## src/rtl/uart_pkg.sv

```systemverilog
// Shared definitions for the CRC-protected UART link (transmitter and receiver).
// Holds the FSM state encoding used by both ends, the default bit period, and
// the 4-bit check-code generator together with the receiver-side checker so
// both ends of the link use one definition of the code.
package uart_pkg;

  // Frame sequencing states; the receiver uses the same encoding.
  typedef enum logic [2:0] {
    ST_IDLE  = 3'd0,
    ST_START = 3'd1,
    ST_DATA  = 3'd2,
    ST_CRC   = 3'd3,
    ST_STOP  = 3'd4
  } uart_state_e;

  // Default number of clock cycles each serial bit is held on the line.
  localparam int CLKS_PER_BIT_DEF = 1042;

  // Check code over one data byte.
  function automatic logic [3:0] crc4_gen(input logic [7:0] d);
    logic [3:0] c;
    c[3] = d[6] ^ d[2];
    c[2] = d[5] ^ d[1];
    c[1] = d[7] ^ d[6] ^ d[4] ^ d[3] ^ d[2];
    c[0] = d[7] ^ d[6] ^ d[3] ^ d[2] ^ d[0];
    return c;
  endfunction

  // Receiver-side checker: zero remainder means the frame arrived intact.
  function automatic logic [3:0] crc4_check(input logic [7:0] d, input logic [3:0] c);
    return crc4_gen(d) ^ c;
  endfunction

endpackage

```

## src/rtl/uart_transmitter.sv

```systemverilog
// UART transmitter for the CRC-protected link.
// Frame: start bit, 8 data bits LSB first, 4 check bits LSB first, stop bit.
// Build option UART_TX_CRC_EN: when defined the check-code field is sent
// (14-bit frame); when undefined the CRC state and register are removed and a
// plain 8N1 10-bit frame is sent. Ports are identical in both builds.
// All outputs except tx_ready are registered copies of the FSM view, so the
// line lags the state register by one cycle: a handshake at edge k drops tx
// at edge k+1, and tx_done/tx_ready are both high in the first IDLE cycle.
import uart_pkg::*;

module uart_transmitter #(
  parameter int CLKS_PER_BIT = CLKS_PER_BIT_DEF
) (
  input  logic       clk,
  input  logic       rst,
  input  logic [7:0] tx_data,
  input  logic       tx_valid,
  output logic       tx_ready,
  output logic       tx,
  output logic       tx_busy,
  output logic       tx_done
);

  localparam int CW = (CLKS_PER_BIT > 1) ? $clog2(CLKS_PER_BIT) : 1;
  localparam logic [CW-1:0] CNT_LAST = CW'(CLKS_PER_BIT - 1);
  localparam logic [CW-1:0] CNT_ONE  = CW'(1);

  uart_state_e state_q, state_d;
  logic [CW-1:0] cnt_q, cnt_d;
  logic [2:0]    idx_q, idx_d;
  logic [7:0]    shift_q, shift_d;
`ifdef UART_TX_CRC_EN
  logic [3:0]    crc_q, crc_d;
`endif
  logic          tx_q, tx_d;
  logic          busy_q;
  logic          done_q, done_d;
  logic          bit_end;
  logic [CW-1:0] cnt_next;

  assign bit_end  = (cnt_q == CNT_LAST);
  assign cnt_next = bit_end ? '0 : (cnt_q + CNT_ONE);

  assign tx_ready = (state_q == ST_IDLE);
  assign tx       = tx_q;
  assign tx_busy  = busy_q;
  assign tx_done  = done_q;

  // Next-state, baud counting, shift control and the line value for this state.
  always_comb begin
    state_d = state_q;
    cnt_d   = cnt_q;
    idx_d   = idx_q;
    shift_d = shift_q;
`ifdef UART_TX_CRC_EN
    crc_d   = crc_q;
`endif
    done_d  = 1'b0;
    tx_d    = 1'b1;
    case (state_q)
      ST_IDLE: begin
        cnt_d = '0;
        idx_d = '0;
        if (tx_valid) begin
          shift_d = tx_data;
`ifdef UART_TX_CRC_EN
          crc_d   = crc4_gen(tx_data);
`endif
          state_d = ST_START;
        end
      end
      ST_START: begin
        tx_d  = 1'b0;
        cnt_d = cnt_next;
        if (bit_end) begin
          idx_d   = '0;
          state_d = ST_DATA;
        end
      end
      ST_DATA: begin
        tx_d  = shift_q[0];
        cnt_d = cnt_next;
        if (bit_end) begin
          shift_d = {1'b0, shift_q[7:1]};
          if (idx_q == 3'd7) begin
            idx_d = '0;
`ifdef UART_TX_CRC_EN
            state_d = ST_CRC;
`else
            state_d = ST_STOP;
`endif
          end else begin
            idx_d = idx_q + 3'd1;
          end
        end
      end
`ifdef UART_TX_CRC_EN
      ST_CRC: begin
        tx_d  = crc_q[0];
        cnt_d = cnt_next;
        if (bit_end) begin
          crc_d = {1'b0, crc_q[3:1]};
          if (idx_q == 3'd3) begin
            idx_d   = '0;
            state_d = ST_STOP;
          end else begin
            idx_d = idx_q + 3'd1;
          end
        end
      end
`endif
      ST_STOP: begin
        tx_d  = 1'b1;
        cnt_d = cnt_next;
        if (bit_end) begin
          done_d  = 1'b1;
          state_d = ST_IDLE;
        end
      end
      default: begin
        cnt_d   = '0;
        idx_d   = '0;
        state_d = ST_IDLE;
      end
    endcase
  end

  // Control state and registered outputs; reset abandons any frame in flight.
  always_ff @(posedge clk) begin
    if (rst) begin
      state_q <= ST_IDLE;
      cnt_q   <= '0;
      idx_q   <= '0;
      tx_q    <= 1'b1;
      busy_q  <= 1'b0;
      done_q  <= 1'b0;
    end else begin
      state_q <= state_d;
      cnt_q   <= cnt_d;
      idx_q   <= idx_d;
      tx_q    <= tx_d;
      busy_q  <= (state_q != ST_IDLE);
      done_q  <= done_d;
    end
  end

  // Payload registers; contents only matter once a handshake has loaded them.
  always_ff @(posedge clk) begin
    shift_q <= shift_d;
`ifdef UART_TX_CRC_EN
    crc_q   <= crc_d;
`endif
  end

endmodule

```

## config.mk

```make
export PLATFORM = sky130hd
export DESIGN_NAME = uart_transmitter
export DESIGN_NICKNAME = d
export VERILOG_FILES = /design/src/rtl/uart_pkg.sv /design/src/rtl/uart_transmitter.sv
export SDC_FILE = /design/constraint.sdc
export NUM_CORES = 1
export LEC_CHECK = 0
export ABC_AREA = 0
export CAP_MARGIN = 20
export CORE_MARGIN = 2
export CORE_UTILIZATION = 50
export DETAILED_ROUTE_END_ITERATION = 8
export DONT_BUFFER_PORTS = 1
export SYNTH_ARGS = -nofsm -noshare
export SYNTH_HDL_FRONTEND = slang
export SYNTH_SLANG_ARGS = --single-unit
```

## constraint.sdc

```tcl
create_clock -name clk -period 2.48 [get_ports clk]
set_clock_uncertainty 0.1 [all_clocks]
set_input_delay 0.496 -clock clk [delete_from_list [all_inputs] [get_ports clk]]
set_output_delay 0.496 -clock clk [all_outputs]
set_load 0.05 [all_outputs]
```

-- After elaboration in Yosys (flattened, before gate mapping)
Cells that the tools add are included.
- $lt $le $gt $ge: 0
- reductions and logical operators: 9
- muxes and demuxes: 14
- divide/modulo/power cells: 0
- add/subtract/negate cells: 2
- equality and inequality tests: 10
- shift-type cells: 0
- multipliers: 0
- bitwise operators: 2
- operators by type and width (cell ; count):
    3-bit 2-to-1 mux ; 7
    8-bit 2-to-1 mux ; 2
    8-bit one-hot mux with 2 select lines ; 1
    3-bit one-hot mux with 4 select lines ; 1
    11-bit by 1-bit adder with 11-bit output, second input constant ; 1
    11-bit == test, second input constant ; 1
    2-bit != test, second input constant ; 5
    3-bit one-hot mux with 3 select lines ; 1
    3-bit == test, second input constant ; 2
    3-bit AND reduction ; 2
    3-bit OR reduction ; 2
    5-bit AND reduction ; 1
    3-bit by 1-bit adder with 3-bit output, second input constant ; 1
    3-bit by 1-bit == test with 1-bit output, second input constant ; 1
    3-bit by 2-bit == test with 1-bit output, second input constant ; 1
    3-bit logical NOT ; 1
    3-bit nonzero test ; 1
    1-bit inverter ; 2
    1-bit one-hot mux with 2 select lines ; 1
    2-bit nonzero test ; 1
    2-bit OR reduction ; 1
    1-bit 2-to-1 mux ; 1
- register bits: 28
- memories kept: 0
- logic and storage cells: 44
- output and inout bits: 4
- latch bits: 0
- bits in writable memories: 0
- ROM bits: 0

-- Logic depth before layout (Yosys ltp)
Gate-level depths: netlist of run 1.
- word-level depth: 4
- mapped depth: 6
- gate-level depth less buffers: 5

-- Worst setup path after synthesis of run 1
OpenSTA, ideal clock, no wires.
- path kind: reg-to-output
- from: register state_q[2]
- to: output tx_ready
- cell stages (with the launch flop): 3
- path buffers: 1
- arrival: 1.616 ns
- path slack: 0.268 ns
- cells stage by stage: dfxtp_1 -> buf_4 -> nor3_1
- longest elaborated chain between the ends: 1
- RTL lines (element ; RTL line ; text):
    from (decl) ; uart_transmitter.sv:28 ; uart_state_e state_q, state_d;
    from (signal assigned) ; uart_transmitter.sv:138 ; state_q <= state_d;
    3-bit logical NOT ; uart_transmitter.sv:44 ; assign tx_ready = (state_q == ST_IDLE);
    to (decl) ; uart_transmitter.sv:18 ; output logic tx_ready,
No other way between the ends.

-- Worst setup path in the final report of run 1
- from: register cnt_q[5]
- to: register shift_q[2], enable pin
- longest elaborated chain between the ends: 3
- RTL lines (element ; RTL line ; text):
    from (decl) ; uart_transmitter.sv:29 ; logic [CW-1:0] cnt_q, cnt_d;
    from (signal assigned) ; uart_transmitter.sv:139 ; cnt_q <= cnt_d;
    11-bit == test ; uart_transmitter.sv:41 ; assign bit_end = (cnt_q == CNT_LAST);
    2-bit != test (no source line) ; -- ;
    3-bit AND reduction (no source line) ; -- ;
    to (signal assigned) ; uart_transmitter.sv:149 ; shift_q <= shift_d;
    to (decl) ; uart_transmitter.sv:31 ; logic [7:0] shift_q, shift_d;
No other way between the ends.
A chain may end at the register's enable or synchronous reset.

==> metrics.md, run 1 <==
| Metric | Value |
|---|---|
| Ports | 15 |
| Setup TNS | 0 ns |
| Synth warn | 0 |
| Final Hold Viols | 0 |
| Syn Area/Cell | 10.9 um2 |
| Crit Path Category | flip-flop to flip-flop |
| Clk sinks | 28 |
| Final worst path period share | 0.790 |
| GRT Overall Usage | 0.155 |
| Share of the synthesized area in the top cell type | 0.312 |
| Vias in the first global route | 738 |
| Fmax | 510 MHz |
| Ant diodes | 0 |
| Post-DP HPWL | 1.43 mm |
| Largest family of logic cells by synthesized area | simple AND/OR/NAND/NOR gates |
| Commonest cells in the netlist | dfxtp_1 (20), nor2_1 (16), edfxtp_1 (8), xor2_1 (8), mux2_2 (7) |
| Pwr/cell area | 608 nW/um2 |
| CTS tree | built |
| Post-synth EDFFs | 8 |
| Sw Pwr | 0.206 mW |
| Cell taking the most area after synthesis | dfxtp_1 |
| DR iter-0 viols | 23 |
| Post-cts resize count | 0 |
| CTS buffer count | 3 |
| Main flop type after synthesis | dfxtp_1 |
| Gate power share | 0.125 |
| Max Cap Viol | 0 |
| Effective utilization at floorplan | 0.523 |
| Synth area leaders | dfxtp_1 (31%), edfxtp_1 (19%), mux2_2 (6.1%) |
| Global-route wire length before repair | 3.20 mm |
| Die height | 54.7 um |
| Sequential share of the synthesized area | 0.499 |
| Detail Route Antenna Nets | 0 |
| Async SR Flop Fraction | 0 |
| Die Area | 2990 um2 |
| Core area | 2450 um2 |
| Root Buffer | clkbuf_4 |
| Setup crit end kind | flip-flop |
| Crit path max fanout | 8 |
| Leakage | 0.490 nW |
| Power share of the sequential group | 0.645 |
| Synthesized net count | 133 |
| Worst slew margin | 0.686 |
| Initial antenna violation count | 0 |
| Crit path required time | 2.43 ns |
| Slew Viols, Final | 0 |
| H-tree Lvls | 1 |
| Cells after Synth | 118 |
| Hold-fix buffers, CTS | 0 |
| Endpoints failing setup | 0 |
| Post-CTS setup repair buffer count | 0 |
| Min-Delay Path Class | primary input to flip-flop |
| Post-synthesis cell type count | 40 |
| Port Buffers | 0 |
| Setup crit start kind | flip-flop |
| Mapped Area | 1280 um2 |
| Post-synthesis xor/xnor area fraction | 0.0682 |
| Clock network fraction of total power | 0.229 |
| Reg2reg setup slack | 0.52 ns |
| Worst reg-to-reg path cell count | 5 |
| Final WL | 1.96 mm |
| Worst hold path depth | 1 |
| Outcome | finished, final reports clean |
| Switching Share | 0.253 |
| Remaining DRCs | 0 |
| Share of cells above drive strength 1 | 0.160 |
| Arr. time, crit path | 1.91 ns |
| Worst-case clock buffer depth | 2 |
| Largest net degree at the start of global routing | 16 |
| Die W | 54.7 um |
| Layout Area Growth over Synthesis | 3.99% |
| Multiplexer share of the synthesized area | 0.104 |
| Row count | 18 |
| Synth Register Bits | 28 |
| Worst-path clk slew | 0.14 ns |
| Final net count | 135 |
| GR Overflow Total | 0 |
| Drt pass-1 iters | 4 |
| RSZ-0062 raised after global routing | no |
| Core Util, Final | 0.544 |
| Worst-margin pin slew | 0.471 ns |
| Cell Int Power | 0.607 mW |
| Routability Congestion | 0.746 |
| Via count | 820 |
| Worst-skew pair later-pin latency | 0.32 ns |
| Routed WL per cell | 13.2 um |
| Adder-Cell Fraction of Synth Area | 0.0389 |
| Synth Area in Compound Gates | 0.0419 |
| Min cycle time layout | 1.96 ns |
| Peak VDD IR | 450 uV |
| DR vias/cell | 5.50 |
| Top-count cell post-synth | dfxtp_1 |
| Simple-gate share of the synthesized area | 0.217 |
area by class of cell:
class	instances	area (um2)
multi-input combinational	83	609
clock buffer	4	26.3
tap	30	37.5
timing repair buffer	2	15.0
sequential	28	641
fill	235	1120
inverter	2	7.51
metrics by stage:
step / setup slack, ns / instances / area, um2 / hold WS (ns) / total power, mW
6_report: 0.520 / 149 / 1340 / 0.129 / 0.812
4_1_cts: 0.528 / 149 / 1340 / 0.105 / 0.833
5_1_grt: 0.344 / 149 / 1340 / 0.0877 / 0.860
2_1_floorplan: 0.268 / 118 / 1280 / 0.341 / 0.620
3_3_place_gp: 0.534 / 145 / 1310 / 0.361 / 0.637
3_5_place_dp: 0.547 / 145 / 1310 / 0.373 / 0.638
power groups by stage:
stage	logic, mW	registers (mW)	clock network, mW
floorplan	0.0931	0.527	0
global placement	0.103	0.534	0
detailed placement	0.104	0.535	0
CTS	0.104	0.524	0.204
global route	0.113	0.529	0.219
finish	0.102	0.524	0.186
logic make-up (layout without fill, tap and decap cells):
group | Yosys count | in the layout
and+or+nand+nor | 50 | 50
DFF | 28 | 28
muxes | 12 | 12
xor gates and xnor gates | 10 | 10
adders and majority gates | 4 | 4
buffers and inverters | 7 | 8
AOI/OAI and AO/OA | 7 | 7
cells in the final DEF (no fill, tap or decap), types with 3 or more instances in the layout:
| cell | instances |
|---|---|
| clkbuf_4 | 3 |
| dfxtp_1 | 20 |
| nand2_1 | 5 |
| nor3_1 | 3 |
| ha_1 | 4 |
| nand4_1 | 3 |
| mux2i_1 | 4 |
| nand2b_1 | 3 |
| nand3_1 | 3 |
| xor2_1 | 8 |
| nor2_1 | 16 |
| edfxtp_1 | 8 |
| mux2_2 | 7 |
state kept, by name, indices dropped and copies added, names as in the netlist:
register,flops
cnt_q,11
idx_q,3
shift_q,8
state_q,3
tx,1
tx_busy,1
tx_done,1
critical path, cell delays in order, from the launching register on:
cell     delay (ns)
dfxtp_1        0.39
nor4b_1        0.31
nand4_1        0.29
o21a_1         0.26
nor3_1         0.14
buf_4          0.20
worst paths after layout:
kind / startpoint / to
worst min register to register: idx_q[2] / idx_q[2]
worst max-delay path: cnt_q[5] / shift_q[2]
worst max register to register: cnt_q[5] / shift_q[2]
worst min-delay path: rst / tx_busy
metal layers:
layer	vias to the layer above	global-route usage	share of wire
li1	421	-	-
met1	378	0.197	0.47
met2	19	0.234	0.48
met3	2	0.0519	0.041
met4	0	0.0708	0.0061
met5	-	0	0
No activity file was read; power rests on OpenSTA's default activity.
==> inputs of run 2 (changes only) <==
Clock period 2.48 ns to 1.9 ns, I/O delays scaled along.
==> run 2 against run 1 <==
Net effect: flip-flop and latch count unchanged; fmax grew 13%; utilization grew 5.0 points; clock power is 110% higher; global-route usage grew 0.33 points; critical endpoint is now state_q[2]; die area unchanged; via count rose by 2.6%; final area up 9.2%.
==> metrics.md, run 2 (synthesis results as in run 1) <==
| Metric | Value |
|---|---|
| Pwr/cell area | 846 nW/um2 (+39%) |
| GR Overflow Total | 0 (unchanged) |
| Final net count | 143 (+5.9%) |
| Worst-skew pair later-pin latency | 0.32 ns (about the same) |
| Final Hold Viols | 0 (unchanged) |
| Biggest register | cnt_q |
| Filler cells | 217 (-7.7%) |
| Non-Filler Instances | 157 (+5.4%) |
| Setup TNS | 0 ns (unchanged) |
| Top Registers | cnt_q x11, shift_q x8 |
| Crit path required time | 2.03 ns (-0.40 ns) |
| Die height | 54.7 um (unchanged) |
| Routed WL per cell | 12.8 um (-2.4%) |
| Worst flop-to-flop path endpoint | state_q[2] |
| Via count | 841 (+2.6%) |
| CTS buffer count | 3 (unchanged) |
| Worst slew margin | 0.684 (-0.00133) |
| Effective utilization at floorplan | 0.523 (unchanged) |
| Gate power share | 0.137 (+0.012) |
| Reg area | 642 um2 (+0.20%) |
| Commonest non-fill, non-tap cell in the layout | dfxtp_1 |
| Layout Area Growth over Synthesis | 13.5% |
| Setup crit start kind | flip-flop |
| Clock network fraction of total power | 0.311 (+0.082) |
| DR vias/cell | 5.36 (-2.7%) |
| Max reg flops | 11 (unchanged) |
| Initial antenna violation count | 0 (unchanged) |
| Leakage | 0.549 nW (+12%) |
| Vias in the first global route | 779 (+5.6%) |
| Outcome | finished, final reports clean |
| Final WL | 2.02 mm (+2.8%) |
| DR iter-0 viols | 13 (-43%) |
| Max Cap Viol | 0 (unchanged) |
| H-tree Lvls | 1 (unchanged) |
| Row count | 18 (unchanged) |
| Reg-to-reg startpoint | state_q[1] |
| Worst-margin pin slew | 0.473 ns (+0.00199 ns) |
| Placed Cells | 151 (+4.1%) |
| Core Util, Final | 0.594 (+0.0499) |
| Global-route wire length before repair | 3.31 mm (+3.5%) |
| Crit path from | state_q[1] |
| Port Buffers | 0 (unchanged) |
| Commonest cells after routing, fill and taps aside | dfxtp_1 (19), nor2_1 (16), xor2_1 (8), edfxtp_1 (8) |
| Fmax | 575 MHz (+13%) |
| Min cycle time layout | 1.74 ns (-0.221 ns) |
| RSZ-0062 raised after global routing | no |
| Final worst path period share | 0.915 (+0.125) |
| Arr. time, crit path | 1.87 ns (-0.04 ns) |
| CTS tree | built |
| Endpoints failing setup | 0 (unchanged) |
| Reg2reg setup slack | 0.16 ns (-0.36 ns) |
| Crit path to | state_q[2] |
| Remaining DRCs | 0 (unchanged) |
| Setup crit end kind | flip-flop |
| Sw Pwr | 0.287 mW (+40%) |
| Post-DP HPWL | 1.48 mm (+3.5%) |
| Peak VDD IR | 592 uV (+32%) |
| Switching Share | 0.233 (-0.0205) |
| Worst-path clk slew | 0.15 ns (about the same) |
| Share of cells above drive strength 1 | 0.228 (+0.0687) |
| Ant diodes | 0 (unchanged) |
| Worst reg-to-reg path cell count | 4 (-1) |
| Largest net degree at the start of global routing | 17 (+1) |
| Clk sinks | 28 (unchanged) |
| Crit path max fanout | 7 (-1) |
| Crit Path Category | flip-flop to flip-flop |
| Multi-input combinational cell area | 627 um2 (+2.9%) |
| Min-Delay Path Class | primary input to flip-flop |
| Worst-case clock buffer depth | 2 (unchanged) |
| Ports | 15 (unchanged) |
| Root Buffer | clkbuf_4 |
| Die W | 54.7 um (unchanged) |
| GRT Overall Usage | 0.158 (+0.00331) |
| Power share of the sequential group | 0.552 (-0.093) |
| Routability Congestion | 0.685 (-8.1%) |
| Cell Int Power | 0.947 mW (+56%) |
| Detail Route Antenna Nets | 0 (unchanged) |
| Drt pass-1 iters | 4 (unchanged) |
| Core area | 2450 um2 (unchanged) |
| Die Area | 2990 um2 (unchanged) |
| Pre-CTS WS | 0.116 ns (-0.431 ns) |
| Slew Viols, Final | 0 (unchanged) |
| Post-CTS setup repair buffer count | 0 (unchanged) |
| Final setup margin | 0.161 ns (-0.359 ns) |
==> run 2: per-stage QoR <==
| stage | total power, mW | hold WS (ns) | cell area (um2) |
|---|---|---|---|
| 2_1_floorplan | 0.814 | 0.341 | 1300 |
| 4_1_cts | 1.25 | 0.0114 | 1440 |
| 5_1_grt | 1.29 | 0.0874 | 1460 |
| 3_3_place_gp | 0.859 | 0.355 | 1380 |
| 6_report | 1.23 | 0.0876 | 1460 |
| 3_5_place_dp | 0.861 | 0.357 | 1380 |
==> run 2: worst min path at each step <==
| stage | startpoint | endpoint | slack [ns] | cells past startpoint |
|---|---|---|---|---|
| after floorplan | cnt_q[0] | cnt_q[0] | 0.34 | 1 |
| after global placement | rst | state_q[0] | 0.36 | 1 |
| after detailed placement | rst | state_q[0] | 0.36 | 1 |
| after CTS | rst | tx_done | 0.01 | 1 |
| after global routing | tx_valid | state_q[0] | 0.09 | 2 |
| final | tx_valid | state_q[0] | 0.09 | 2 |
==> run 2: final cells by class <==
class	count	share of cell area
clock buffer	3	0.0154
clock inverter	1	0.0206
inverter	2	0.00515
multi-input combinational	83	0.430
sequential	28	0.440
tap	30	0.0257
timing repair buffer	10	0.0635
==> run 2: critical path, cell delays in order, from the launching register on <==
cell and delay, ns:
dfxtp_2 0.39, or3b_2 0.50, o21ai_0 0.19, a22oi_2 0.17
mux2_4 0.31
==> run 2: metal layers <==
layer	track usage	share of wire	vias up
met5	0	0	-
met4	0.0875	0.017	0
met3	0.0273	0.027	4
met2	0.254	0.49	9
met1	0.199	0.47	394
li1	-	-	434
==> run 2: what timing repair did <==
item                                   in CTS  in global routing
hold buffers                                1                  1
setup endpoints to repair                   0                 12
endpoints found under the hold margin       2                  1
gates resized for setup                     0                  2
==> run 2: power groups by stage <==
stage          Sequential (mW)  Combinational, mW  Clock [mW]
2_1_floorplan            0.687              0.127           0
3_3_place_gp             0.694              0.165           0
3_5_place_dp             0.695              0.166           0
4_1_cts                  0.682              0.169       0.395
5_1_grt                  0.686              0.184       0.418
6_report                 0.681              0.169       0.383
